==> src/rtl/l2_req_arb.sv <==
// l2_req_arb: round-robin arbiter sharing the host read-request port among the L2 channels and
// routing host responses back by stream ID. Define L2_REQ_ARB_CREDIT_EN for per-channel credits and o_err.
module l2_req_arb #(
    parameter int addr_width = 64,
    parameter int nstrms     = 64,
    parameter int l2_nstrms  = 16,
    parameter int channels   = nstrms / l2_nstrms,
    parameter int max_out    = 8
) (
    input  logic                           clk,
    input  logic                           reset,
    input  logic [channels-1:0]            i_req_v,
    output logic [channels-1:0]            i_req_r,
    input  logic [channels*$clog2(nstrms)-1:0] i_req_sid,
    input  logic [channels*addr_width-1:0] i_req_ea,
    output logic                           o_req_v,
    input  logic                           o_req_r,
    output logic [$clog2(nstrms)-1:0]      o_req_sid,
    output logic [addr_width-1:0]          o_req_ea,
    input  logic                           i_rsp_v,
    output logic                           i_rsp_r,
    input  logic [$clog2(nstrms)-1:0]      i_rsp_sid,
    output logic [channels-1:0]            o_rsp_v,
    input  logic [channels-1:0]            o_rsp_r,
    output logic [channels*$clog2(nstrms)-1:0] o_rsp_sid,
    output logic                           o_err
);

    localparam int nstrms_width    = $clog2(nstrms);
    localparam int l2_nstrms_width = $clog2(l2_nstrms);
    localparam int ch_width        = nstrms_width - l2_nstrms_width;

    // The channel field of a stream ID must address exactly the set of channels.
    if (channels != (1 << ch_width)) begin : g_bad_channels
        $error("l2_req_arb: channels must equal nstrms/l2_nstrms and be a power of two");
    end
    if (max_out < 1) begin : g_bad_max_out
        $error("l2_req_arb: max_out must be at least 1");
    end

    logic [channels-1:0] eligible;
    logic                load_en;
    logic                grant_any;
    logic [ch_width-1:0] grant_ch;
    logic [ch_width-1:0] rr_ptr;
    logic [ch_width-1:0] rsp_ch;
    logic                rsp_acc;
    logic [channels-1:0] rsp_take;

    assign load_en = !o_req_v || o_req_r;

    // Scan from rr_ptr upward; the index wraps naturally because channels is a power of two.
    always_comb begin
        grant_any = 1'b0;
        grant_ch  = '0;
        for (int i = 0; i < channels; i++) begin
            if (!grant_any && eligible[rr_ptr + ch_width'(i)]) begin
                grant_any = 1'b1;
                grant_ch  = rr_ptr + ch_width'(i);
            end
        end
    end

    always_comb begin
        i_req_r = '0;
        if (!reset && load_en && grant_any) begin
            i_req_r[grant_ch] = 1'b1;
        end
    end

    always_ff @(posedge clk) begin
        if (reset) begin
            o_req_v   <= 1'b0;
            o_req_sid <= '0;
            o_req_ea  <= '0;
            rr_ptr    <= '0;
        end else if (load_en) begin
            o_req_v <= grant_any;
            if (grant_any) begin
                o_req_sid <= i_req_sid[grant_ch*nstrms_width +: nstrms_width];
                o_req_ea  <= i_req_ea[grant_ch*addr_width +: addr_width];
                rr_ptr    <= grant_ch + ch_width'(1);
            end
        end
    end

    // Response readiness depends only on the target channel's output register, never on o_req_r.
    assign rsp_ch   = i_rsp_sid[nstrms_width-1:l2_nstrms_width];
    assign i_rsp_r  = !o_rsp_v[rsp_ch] || o_rsp_r[rsp_ch];
    assign rsp_acc  = i_rsp_v && i_rsp_r;
    assign rsp_take = o_rsp_v & o_rsp_r;

    always_ff @(posedge clk) begin
        if (reset) begin
            o_rsp_v   <= '0;
            o_rsp_sid <= '0;
        end else begin
            for (int c = 0; c < channels; c++) begin
                if (rsp_acc && rsp_ch == ch_width'(c)) begin
                    o_rsp_v[c]                                 <= 1'b1;
                    o_rsp_sid[c*nstrms_width +: nstrms_width] <= i_rsp_sid;
                end else if (rsp_take[c]) begin
                    o_rsp_v[c] <= 1'b0;
                end
            end
        end
    end

`ifdef L2_REQ_ARB_CREDIT_EN
    localparam int cnt_width = $clog2(max_out + 1);

    logic [cnt_width-1:0] cnt [channels];

    always_comb begin
        eligible = '0;
        for (int c = 0; c < channels; c++) begin
            eligible[c] = i_req_v[c] && (cnt[c] < cnt_width'(max_out));
        end
    end

    // A credit returns when the response leaves toward the channel, not when the host delivers it.
    always_ff @(posedge clk) begin
        if (reset) begin
            for (int c = 0; c < channels; c++) begin
                cnt[c] <= '0;
            end
            o_err <= 1'b0;
        end else begin
            for (int c = 0; c < channels; c++) begin
                if (i_req_r[c] && !rsp_take[c]) begin
                    cnt[c] <= cnt[c] + 1'b1;
                end else if (!i_req_r[c] && rsp_take[c] && cnt[c] != '0) begin
                    cnt[c] <= cnt[c] - 1'b1;
                end
            end
            if (rsp_acc && cnt[rsp_ch] == '0) begin
                o_err <= 1'b1;
            end
        end
    end
`else
    assign eligible = i_req_v;
    assign o_err    = 1'b0;
`endif

endmodule

==> config.mk <==
export PLATFORM = sky130hd
export DESIGN_NAME = l2_req_arb
export DESIGN_NICKNAME = d
export VERILOG_FILES = /design/src/rtl/l2_req_arb.sv
export SDC_FILE = /design/constraint.sdc
export NUM_CORES = 1
export LEC_CHECK = 0
export ABC_AREA = 1
export CORE_AREA = 2 2 159 161
export DETAILED_ROUTE_END_ITERATION = 10
export DIE_AREA = 0 0 161 163
export SKIP_LAST_GASP = 1
export SYNTH_ARGS = -nofsm -noshare
export SYNTH_HDL_FRONTEND = slang
export SYNTH_SLANG_ARGS = --single-unit
==> constraint.sdc <==
create_clock -name clk -period 5.6 [get_ports clk]
set_input_delay 1.12 -clock clk [delete_from_list [all_inputs] [get_ports clk]]
set_output_delay 1.12 -clock clk [all_outputs]
set_load 0.01 [all_outputs]
## Yosys cells after proc, flatten, opt, wreduce, memory -nomap -nowiden

Cells that the tools add are included.

- Mux-type cells: 31
- Shift-type cells: 2
- $mul: 1
- Add/sub/neg operators: 4
- Reduce and logical (&&, ||, !) cells: 25
- Equality and inequality tests: 3
- Order comparisons: 7
- Bitwise operators: 1

Operators by type and width:

| cell | number |
|---|---|
| variable part select 256 x 9 -> 64 bit | 1 |
| variable part select 24 x 6 -> 6 bit | 1 |
| 2-to-1 mux 1 bit | 19 |
| < comparator 2 x 3 -> 1 bit, second input constant | 6 |
| binary-select mux 1 bit (select 2 bit) | 6 |
| logical AND 1 bit | 11 |
| 2-to-1 mux 2 bit | 4 |
| nonzero test 2 bit | 4 |
| logical NOT 1 bit | 6 |
| adder 2 x 1 -> 2 bit, second input constant | 2 |
| adder 2 bit, second input constant | 2 |
| bitwise AND 4 bit | 1 |
| == test 2 bit, second input constant | 2 |
| multiplier 2 x 2 -> 4 bit, second input constant | 1 |
| 2-to-1 mux 4 bit | 1 |
| demux 1 bit (select 2 bit) | 1 |
| == test 2 x 1 -> 1 bit, second input constant | 1 |
| greater-or-equal comparator 2 x 1 -> 1 bit, second input constant | 1 |
| logical NOT 2 bit | 1 |
| logical OR 1 bit | 2 |
| AND reduction 2 bit | 1 |

- Flip-flop bits (word level): 101

## Longest topological paths before layout

Gate-level depths: netlist of run 1.

- Depth in word-level cells: 17
- Gate-level depth with buffers: 17
- Gate-level depth less buffers: 15

## Worst setup path after synthesis of run 1

No wires, ideal clock.

- Kind: input port to output port
- Start: input i_req_v[0]
- End: output i_req_r[0]
- Required time: 4.480 ns
- Buffers on the path: 2
- Setup slack: 2.058 ns
- Stages on the path: 11
- Arrival time: 2.422 ns
- Cells stage by stage: inv_1 nand2_1 nand3_2 nand2_1 nor2_4 nand3_4 nand3_2 buf_6 buf_8 inv_2 nor3_1

- Word-level cells in the longest chain between the ends: 17
- Elaborated cells between the ends (all ways): 29

Ends and longest elaborated chain:

| element | RTL line | source |
|---|---|---|
| start, declared | 12 | `input logic [channels-1:0] i_req_v,` |
| binary-select mux 1 bit (select 2 bit) | 57 | `if (!grant_any && eligible[rr_ptr + ch_width'(i)]) begin` |
| 2-to-1 mux 1 bit (not written as such) | 57 |  |
| 2-to-1 mux 1 bit | 57 |  |
| logical NOT 1 bit | 57 |  |
| logical AND 1 bit | 57 |  |
| 2-to-1 mux 1 bit | 57 |  |
| logical NOT 1 bit | 57 |  |
| logical AND 1 bit | 57 |  |
| 2-to-1 mux 1 bit | 57 |  |
| logical NOT 1 bit | 57 |  |
| logical AND 1 bit | 57 |  |
| 2-to-1 mux 2 bit | 57 |  |
| < comparator 2 x 3 -> 1 bit (not written as such) / greater-or-equal comparator 2 x 1 -> 1 bit (equally long branches) | 67 | `i_req_r[grant_ch] = 1'b1;` |
| logical AND 1 bit (not written as such) | 67 |  |
| 2-to-1 mux 1 bit (not written as such) | 67 |  |
| demux 1 bit (select 2 bit) | 67 |  |
| 2-to-1 mux 4 bit * | 66 | `if (!reset && load_en && grant_any) begin` |
| end, declared | 13 | `output logic [channels-1:0] i_req_r,` |

Every way passes the cells marked *; elsewhere a longest branch is shown, timed or not. The select of a mux whose other input is x is not followed.

## Final worst setup path of run 1

- Start: input i_req_v[2]
- End: output i_req_r[2]

The elaborated chain is that of the path after synthesis.

==> results of run 1 <==
==> area by class of cell <==
cell class                      instances  area [um2]  share of cell area, %
Inverter                               64         243                   2.22
Tap cell                              330         413                   3.78
Clock buffer                            9         225                   2.06
Timing Repair Buffer                  413        4100                   37.5
Multi-Input combinational cell        886        3840                   35.1
Sequential cell                       101        2020                   18.5
Clock inverter                          7        93.8                  0.858
==> per-stage QoR <==
stage          instances  power (mW)  hold slack (ns)  setup WS, ns
2_1_floorplan       1131        4.16            0.474          2.06
3_5_place_dp        1794        5.45            0.441         0.800
3_3_place_gp        1794        5.42            0.440         0.863
6_report            1810        6.05            0.452         0.775
4_1_cts             1810        6.13            0.454         0.784
5_1_grt             1810        6.68            0.473         0.593
==> worst paths after layout <==
kind / startpoint / endpoint
min reg2reg: o_rsp_sid[10] / o_rsp_sid[10]
min: o_rsp_sid[10] / o_rsp_sid[10]
max: i_req_v[2] / i_req_r[2]
max reg2reg: rr_ptr[0] / o_req_ea[10]
==> Yosys cell counts <==
| master | count | share of area (%) |
|---|---|---|
| sky130_fd_sc_hd__and2_1 | 1 | 0.096 |
| sky130_fd_sc_hd__o2111ai_1 | 1 | 0.13 |
| sky130_fd_sc_hd__o21ai_0 | 40 | 3.1 |
| sky130_fd_sc_hd__clkbuf_1 | 35 | 2.0 |
| sky130_fd_sc_hd__nor2_8 | 1 | 0.31 |
| sky130_fd_sc_hd__a21boi_2 | 1 | 0.17 |
| sky130_fd_sc_hd__nor3_1 | 2 | 0.15 |
| sky130_fd_sc_hd__nand3_1 | 245 | 19 |
| sky130_fd_sc_hd__a31oi_1 | 1 | 0.096 |
| sky130_fd_sc_hd__buf_6 | 11 | 1.9 |
| sky130_fd_sc_hd__nor2_2 | 1 | 0.096 |
| sky130_fd_sc_hd__buf_8 | 1 | 0.23 |
| sky130_fd_sc_hd__inv_1 | 58 | 3.3 |
| sky130_fd_sc_hd__clkinv_1 | 1 | 0.057 |
| sky130_fd_sc_hd__a22oi_1 | 1 | 0.12 |
| sky130_fd_sc_hd__buf_4 | 5 | 0.57 |
| sky130_fd_sc_hd__inv_2 | 5 | 0.29 |
| sky130_fd_sc_hd__buf_1 | 1 | 0.057 |
| sky130_fd_sc_hd__nor2_4 | 3 | 0.52 |
| sky130_fd_sc_hd__a21oi_1 | 25 | 1.9 |
| sky130_fd_sc_hd__nand3_4 | 1 | 0.27 |
| sky130_fd_sc_hd__dfxtp_1 | 101 | 31 |
| sky130_fd_sc_hd__nor2_1 | 146 | 8.4 |
| sky130_fd_sc_hd__nand2_2 | 2 | 0.19 |
| sky130_fd_sc_hd__buf_2 | 27 | 2.1 |
| sky130_fd_sc_hd__conb_1 | 1 | 0.057 |
| sky130_fd_sc_hd__nand2_1 | 409 | 24 |
| sky130_fd_sc_hd__nand4_1 | 2 | 0.19 |
| sky130_fd_sc_hd__nand3_2 | 3 | 0.46 |
==> registers in the layout, indices dropped and copies added, names as in the netlist <==
register	count
o_req_v	1
rr_ptr	2
o_rsp_sid	24
o_req_ea	64
o_req_sid	6
o_rsp_v	4
==> worst register-to-register path: cells and delay by family (launching register included) <==
kind / cells / cell delay, ns
flip-flops: 1 / 0.60
buffers and inverters: 5 / 1.56
AND/OR/NAND/NOR: 8 / 1.13
==> cell families after synthesis <==
family	synth area share [%]
buffers and inverters	10.5
flip-flops	31.0
AO/OA/AOI/OAI	5.50
other	0.0574
AND/OR/NAND/NOR	53.0
==> report_power, final <==
group          internal [mW]  total [mW]  switching [mW]
Clock                  0.323       0.661           0.338
Sequential             0.939        1.05           0.114
Combinational           1.55        4.34            2.78
Total                   2.81        6.05            3.24
==> per-layer routing <==
metal,routed length [um],global-route usage [%]
met3,2120,4.86
met1,11600,24.2
met2,13700,36.8
met5,0,0
met4,974,8.48
==> summary.txt, run 1 <==
Detailed routing
  • Wire length per cell: 15.7 um
  • Total Wirelength: 28400 um
  • Drc violations: 0
  • Count of antenna-violating nets left after detailed routing: 0
  • Initial detailed-routing violation count: 501
  • Drt pass-1 iters: 5
  • Mean number of vias per cell: 4.70
  • Total via count in the routed design: about 8500

Place
  • Sum of net half-perimeters after detailed placement: 21000 um
  • Routability congestion estimate from global placement: between 0.9 and 1
  • IO buf count: 401
  • Post-Place Cell Area: between 10000 and 15000 um2

Setup path
  • Capturing element type of the critical path: primary output
  • Number of gates on the worst path with buffers counted: 12
  • Count of buffering cells on the critical path with inverters included: 3
  • Critical path data arrival time: 3.70 ns
  • Crit-path max FO: 42
  • Required time at the worst-slack endpoint: 4.48 ns
  • Crit path max-delay cell type: sky130_fd_sc_hd__clkdlybuf4s50_1
  • Flop-to-flop setup slack: 2.21 ns
  • Critical setup path kind: input port to primary output
  • CP Cell Sequence: clkdlybuf4s50_1 -> nand2_1 -> nand2_1 -> nand2_1 -> nand2_1 -> nor2_4 -> nand3_4 -> nand3_4 -> buf_4 -> nand2_1 -> nor2_1 -> clkdlybuf4s50_1
  • Worst stage delay on the critical path: 0.56 ns
  • Most used cell, CP: sky130_fd_sc_hd__nand2_1
  • Number of cells traversed by the worst register-to-register path: 13
  • Family of cells with the greatest summed delay on the critical path: buffers and inverters
  • Critical Path Start Type: input port

Clock network
  • Count of cells resized by post-cts repair: 0
  • Number of buffers inserted by post-CTS setup repair: 0
  • Hold bufs inserted after CTS: 0
  • Maximum level of the CTS H-tree: 3
  • Clk slew on worst S/H paths: 0.09 ns
  • CTS sink count: just over 100
  • Clk buf depth: 2
  • Latest clock arrival within the worst-skew pair: approximately 0.36 ns
  • Clock Root Buffer: sky130_fd_sc_hd__clkbuf_16
  • Total clock buffers created by CTS: 9
  • CTS tree: done

Yosys
  • Portion of the post-synthesis area used by sequential elements: 31.0%
  • Synthesized netlist net count: ~1400
  • Mean instance size in the synthesized netlist: 5.77 um2
  • Gate count after technology mapping: 1131
  • Distinct cell type count after synthesis: 29
  • Mapped Area: 6530 um2
  • Number of warnings issued by yosys: 0
  • Number of storage elements in the synthesis netlist: 101

Global route
  • Number of antenna violations at the first check in global routing: 0
  • Number of global-route vias before repair: 8091
  • Maximum number of pins on one net before global-route repair: 96
  • Global-route usage over all layers: 20.8%
  • Final global-route overflow total: 0
  • Wire length of the first global-routing pass: 43100 um

Pwr
  • Reported leakage power: roughly 5.0 nW
  • Ratio of total power to cell area: 553 nW/um2
  • Peak VDD IR: approximately 0.69 mV

Cells and area
  • Growth of design area from synthesis to finish: 67.4%
  • Final std cell area, no fill: 10900 um2
  • Share of post-route cells with drive strength above 1: 3.18%
  • Number of filler instances in the final layout: between 2000 and 3000
  • Total inserted antenna cells: 0
  • Most common cell after layout, fill and taps aside: sky130_fd_sc_hd__nand2_1
  • Commonest cells after routing, fill and taps aside: sky130_fd_sc_hd__nand2_1 (408), sky130_fd_sc_hd__clkdlybuf4s50_1 (400), sky130_fd_sc_hd__nand3_1 (245), sky130_fd_sc_hd__nor2_1 (146), sky130_fd_sc_hd__dfxtp_1 (101)
  • Total Nets Final: 1773
  • Utilization after layout: 44.3%

Flow run
  • Count of maximum capacitance violations: 0

Timing
  • Timing-limited maximum frequency: 0.207 GHz
  • Max-slew violation count: 0
  • Max-Slew Margin vs Limit: a little under a third
  • Setup TNS after final layout: 0 ns
  • Final Hold Viols: 0
  • Slew of the pin with the lowest slew margin: 1.04 ns
  • Setup repair after global routing missed its margin: false
  • Crit share post-route: 86.2%
  • Min Tclk post-route: between 4 and 5 ns
  • Clock Skew: 0.0146 ns
  • Count of final setup violators: 0

Outcome
  • Result of the run: finished clean

Floorplan
  • Number of ports placed on the die boundary: 403
  • Row Count: 58
  • Vertical extent of the die: 163 um
  • Initial cell density of the core: 26.5%
  • Overall die area: ~26000 um2
  • Core footprint: 24700 um2
  • Die extent in x: 161 um

Min path
  • Classification of the worst-slack hold path: flip-flop to flip-flop
  • Worst hold path stage count: 2
No activity file was read; power rests on OpenSTA's default activity.
==> inputs of run 2 (changes only) <==
Settings changed: CORE_AREA 2 2 159 161 to 2 2 157 159, DIE_AREA 0 0 161 163 to 0 0 159 161.
Clock period 5.6 ns to 5.85 ns, I/O delays scaled along.
==> summary.txt, run 2 (synthesis results as in run 1) <==
Timing
  • Clock Skew: 0.0143 ns
  • Final Hold Viols: 0
  • Setup TNS after final layout: 0 ns
  • Slew of the pin with the lowest slew margin: 0.899 ns
  • Tightest hold margin: 0.457 ns
  • Max-Slew Margin vs Limit: 40.0%
  • Min Tclk post-route: a little under 5 ns
  • Setup repair after global routing missed its margin: false
  • Max-slew violation count: 0
  • Count of final setup violators: 0
  • Timing-limited maximum frequency: 0.205 GHz
  • Crit share post-route: between 80 and 90%

Global route
  • Wire length of the first global-routing pass: 42300 um
  • Most used routing layer in global routing: met2
  • Maximum number of pins on one net before global-route repair: 79
  • Global-route track usage on met2: 36.7%
  • Met3 GRT Util: 5.24%
  • Met1 global-route usage: a little under a quarter
  • Number of antenna violations at the first check in global routing: 2
  • Final global-route overflow total: 0
  • Number of global-route vias before repair: 7919
  • Global-route usage over all layers: 20.8%

Pwr
  • Switching share of total power: 53.3%
  • Total net switching power: 3.06 mW
  • Ratio of total power to cell area: roughly 530 nW/um2
  • Peak VDD IR: 0.450 mV
  • Clock share of power: 11.0%
  • Internal power of the cells: around 2.7 mW
  • Sequential fraction of design power: 17.5%
  • Reported leakage power: 5.02 nW
  • Combinational cell fraction of total power: between 70% and 80%

Clock network
  • Total clock buffers created by CTS: 9
  • Count of cells resized by post-cts repair: 0
  • Clk slew on worst S/H paths: 0.08 ns
  • Clock Root Buffer: sky130_fd_sc_hd__clkbuf_16
  • Maximum level of the CTS H-tree: 3
  • CTS tree: done
  • CTS sink count: 101
  • Clk buf depth: 2
  • Latest clock arrival within the worst-skew pair: 0.36 ns
  • Number of buffers inserted by post-CTS setup repair: 0
  • Hold bufs inserted after CTS: 0

Cells and area
  • Largest registers in the final layout: o_req_ea (64), o_rsp_sid (24), o_req_sid (6)
  • Commonest cells after routing, fill and taps aside: sky130_fd_sc_hd__nand2_1 (408), sky130_fd_sc_hd__clkdlybuf4s50_1 (400), sky130_fd_sc_hd__nand3_1 (245), sky130_fd_sc_hd__nor2_1 (146), sky130_fd_sc_hd__dfxtp_1 (101)
  • Storage element area: 2020 um2
  • Total Nets Final: approximately 1800
  • Final std cell area, no fill: roughly 11000 um2
  • Utilization after layout: 45.6%
  • Most common cell after layout, fill and taps aside: sky130_fd_sc_hd__nand2_1
  • Max reg flops: between 60 and 70
  • Number of filler instances in the final layout: 2615
  • Share of post-route cells with drive strength above 1: roughly 3.2%
  • Area taken by multi-input logic gates: 3840 um2
  • Register containing the most flip-flops in the final layout: o_req_ea
  • Fin cells: 1805
  • Growth of design area from synthesis to finish: 67.3%

Setup path
  • Worst stage delay on the critical path: 0.61 ns
  • Most used cell, CP: sky130_fd_sc_hd__nand2_1
  • Critical setup path kind: input port to primary output
  • Critical path data arrival time: 3.71 ns
  • Critical Path Start Type: input port
  • CP Cell Sequence: clkdlybuf4s50_1 -> nand2_1 -> nand2_1 -> nand2_1 -> nand2_1 -> nor2_4 -> nand3_4 -> nand3_4 -> inv_2 -> nor3_1 -> clkdlybuf4s50_1
  • Required time at the worst-slack endpoint: 4.68 ns
  • Crit path max-delay cell type: sky130_fd_sc_hd__clkdlybuf4s50_1
  • Crit-path max FO: 32
  • Capturing element type of the critical path: primary output

Flow run
  • Count of maximum capacitance violations: 0

Place
  • Sum of net half-perimeters after detailed placement: 20600 um
  • Post-Place Cell Area: about 11000 um2
  • Routability congestion estimate from global placement: between 0.9 and 1
  • IO buf count: 401
  • Placed Cells incl. Taps: 1788

Detailed routing
  • Mean number of vias per cell: 4.64
  • Initial detailed-routing violation count: 417
  • Wire length per cell: about 15 um
  • Drc violations: 0
  • Count of antenna-violating nets left after detailed routing: 0
  • Drt pass-1 iters: 4
  • Total via count in the routed design: 8378
  • Total Wirelength: 27600 um

Floorplan
  • Vertical extent of the die: 161 um
  • Core footprint: between 20000 and 25000 um2
  • Row Count: 57
  • Die extent in x: 159 um
  • Initial cell density of the core: 27.3%
  • Overall die area: 25600 um2
  • Number of ports placed on the die boundary: a little over 400

Outcome
  • Result of the run: finished clean

Min path
  • Classification of the worst-slack hold path: flip-flop to flip-flop
-- run 2: final timing paths --
check                       end           from  cells past startpoint  slack [ns]
setup reg to reg      rr_ptr[1]      rr_ptr[0]                     12        2.28
hold / removal    o_rsp_sid[11]  o_rsp_sid[11]                      2        0.46
setup / recovery     i_req_r[0]     i_req_v[3]                     11        0.97
hold reg to reg   o_rsp_sid[11]  o_rsp_sid[11]                      2        0.46
-- run 2: worst max-delay path: cells and delay by family --
kind	cells	cell delay [ns]
buffers and inverters	3	1.18
and+or+nand+nor	8	1.34
-- run 2: power groups by stage --
stage                     Sequential [mW]  Combinational [mW]  Clock (mW)
after floorplan                      1.09                2.89           0
after global placement               1.01                4.13           0
after detailed placement             1.02                4.15           0
after CTS                            1.01                4.16       0.654
after global routing                 1.03                4.62       0.677
final                                1.00                4.10       0.629
-- run 2: cell type report --
type	count	share of cell area (%)
antenna	1	0.0229
inverter	64	2.22
multi-input combinational	886	35.1
tap	324	3.71
sequential	101	18.5
clock buffer	9	2.06
timing repair buffer	413	37.5
clock inverter	7	0.813
-- run 2: per-stage QoR --
step                worst slack, ns  power, mW
CTS                           0.909       5.82
global placement              0.972       5.15
global route                  0.712       6.32
finish                        0.973       5.74
detailed placement            0.933       5.17
floorplan                      2.21       3.99
-- run 2: layer usage --
metal / up-vias / wire length, um / share of wire, %
met2: 328 / 13300 / 48
met3: 48 / 1960 / 7.1
met1: 3713 / 11400 / 41
met4: 2 / 995 / 3.6
li1: 4287 / - / -
met5: - / 13 / 0.047
==> inputs of run 3 (changes only) <==
Clock period 5.85 ns to 4.78 ns, I/O delays scaled along.
==> summary.txt, run 3 (synthesis results as in run 1) <==
Clock network
  • Count of cells resized by post-cts repair: 0
  • CTS sink count: 101
  • Clk slew on worst S/H paths: 0.09 ns
  • Hold bufs inserted after CTS: 0
  • Maximum level of the CTS H-tree: 3
  • Number of buffers inserted by post-CTS setup repair: 0
  • CTS tree: done
  • Latest clock arrival within the worst-skew pair: approximately 0.36 ns
  • Clk buf depth: 2
  • Clock Root Buffer: sky130_fd_sc_hd__clkbuf_16
  • Total clock buffers created by CTS: 9

Outcome
  • Result of the run: finished clean

Timing
  • Setup repair after global routing missed its margin: false
  • Final setup slack of the worst path: 0.607 ns
  • Final Hold Viols: 0
  • Crit share post-route: 87.3%
  • Slew of the pin with the lowest slew margin: between 1 and 1.5 ns
  • Setup TNS after final layout: 0 ns
  • Max-Slew Margin vs Limit: 32.9%
  • Count of final setup violators: 0
  • Max-slew violation count: 0
  • Timing-limited maximum frequency: 0.240 GHz
  • Clock Skew: 0.0131 ns
  • Min Tclk post-route: 4.17 ns

Pwr
  • Reported leakage power: 5.03 nW
  • Peak VDD IR: around 0.64 mV
  • Ratio of total power to cell area: 646 nW/um2

Detailed routing
  • Total via count in the routed design: 8310
  • Mean number of vias per cell: 4.60
  • Drt pass-1 iters: 5
  • Wire length per cell: 15.4 um
  • Drc violations: 0
  • Initial detailed-routing violation count: ~470
  • Total Wirelength: 27800 um
  • Count of antenna-violating nets left after detailed routing: 0

Setup path
  • Crit-path max FO: 10
  • RR Startpoint: rr_ptr[0]
  • Critical path data arrival time: ~3.2 ns
  • Critical Path Start Type: input port
  • Worst Setup SP: i_req_v[3]
  • Crit path max-delay cell type: sky130_fd_sc_hd__clkdlybuf4s50_1
  • Required time at the worst-slack endpoint: 3.82 ns
  • Most used cell, CP: sky130_fd_sc_hd__nand2_1
  • CP Cell Sequence: clkdlybuf4s50_1 -> nand2_1 -> nand2_1 -> nand2_1 -> nand2_1 -> inv_2 -> nand2_1 -> nand2_1 -> nand3_4 -> inv_2 -> nor3_1 -> clkdlybuf4s50_1
  • Critical setup path kind: input port to primary output
  • Worst stage delay on the critical path: between 0.6 and 0.7 ns
  • Number of cells traversed by the worst register-to-register path: 12
  • Capturing element type of the critical path: primary output

Cells and area
  • Most common cell after layout, fill and taps aside: sky130_fd_sc_hd__nand2_1
  • Register containing the most flip-flops in the final layout: o_req_ea
  • Area taken by multi-input logic gates: 3840 um2
  • Growth of design area from synthesis to finish: 67.6%
  • Max reg flops: between 60 and 70
  • Storage element area: between 2000 and 2500 um2
  • Share of post-route cells with drive strength above 1: 3.24%
  • Number of filler instances in the final layout: 2609
  • Commonest cells after routing, fill and taps aside: sky130_fd_sc_hd__nand2_1 (408), sky130_fd_sc_hd__clkdlybuf4s50_1 (400), sky130_fd_sc_hd__nand3_1 (245), sky130_fd_sc_hd__nor2_1 (146), sky130_fd_sc_hd__dfxtp_1 (101)
  • Total Nets Final: roughly 1800
  • Largest registers in the final layout: o_req_ea (64), o_rsp_sid (24), o_req_sid (6)

Min path
  • Worst hold path stage count: 2
  • Classification of the worst-slack hold path: flip-flop to flip-flop
  • Hold path start: o_rsp_sid[23]

Global route
  • Global-route usage over all layers: 20.8%
  • Met1 global-route usage: about a quarter
  • Most used routing layer in global routing: met2
  • Number of global-route vias before repair: 7957
  • Global-route track usage on met2: a little under two fifths
  • Wire length of the first global-routing pass: 42600 um
  • Final global-route overflow total: 0
  • Met3 GRT Util: 5.16%
  • Number of antenna violations at the first check in global routing: 2
  • Maximum number of pins on one net before global-route repair: between 90 and 100

Flow run
  • Count of maximum capacitance violations: 0

Floorplan
  • Core footprint: 24000 um2
  • Die extent in x: 159 um
  • Overall die area: 25600 um2
  • Initial cell density of the core: 27.3%
  • Number of ports placed on the die boundary: between 400 and 500
  • Vertical extent of the die: 161 um
  • Row Count: 57

Place
  • Worst slack after detailed placement: 0.583 ns
  • IO buf count: 401
  • Sum of net half-perimeters after detailed placement: 20600 um
  • Routability congestion estimate from global placement: roughly 0.92
## run 3: cell types whose count changed in the layout (fill, tap and decap cells not counted), sizes merged
cell | previous run | this run
buf | 13 | 14
## run 3: report_power, final
| group | internal, mW | switching [mW] |
|---|---|---|
| sequential | 1.10 | 0.133 |
| combinational | 1.83 | 3.24 |
| clock | 0.376 | 0.389 |
## run 3: metal layers
layer | share of wire (%) | vias up
met1 | 42 | 3676
li1 | - | 4284
met3 | 6.8 | 34
met4 | 2.4 | 2
met2 | 49 | 314
met5 | 0.047 | -
## run 3: worst max-delay path, delay by kind of cell
kind                   cells  cell delay (ns)
buffers and inverters      4             1.32
AND/OR/NAND/NOR            8             0.94
## run 3: final cells by class
type,count,area share [%]
inverters,64,2.22
diodes,1,0.0229
clock inverters,7,0.789
flip-flops and latches,101,18.5
well taps,324,3.70
clock buffers,9,2.06
repair buffers,414,37.6
multi-input cells,886,35.1
## run 3: path summary, 6_finish.rpt
check	end	slack (ns)
worst min-delay path	o_rsp_sid[23]	0.45
worst max register to register	rr_ptr[1]	1.53
worst min register to register	o_rsp_sid[23]	0.45
worst max-delay path	i_req_r[0]	0.61
## run 3: metrics by stage
step,std cells,area [um2],power [mW],hold WS (ns),util [%]
final,1806,10900,7.07,0.454,45.7
after global placement,1789,10600,6.35,0.440,44.4
after floorplan,1131,6530,4.88,0.474,-
after global routing,1806,10900,7.78,0.470,45.7
after CTS,1805,10900,7.16,0.455,45.7
after detailed placement,1789,10600,6.38,0.442,44.4
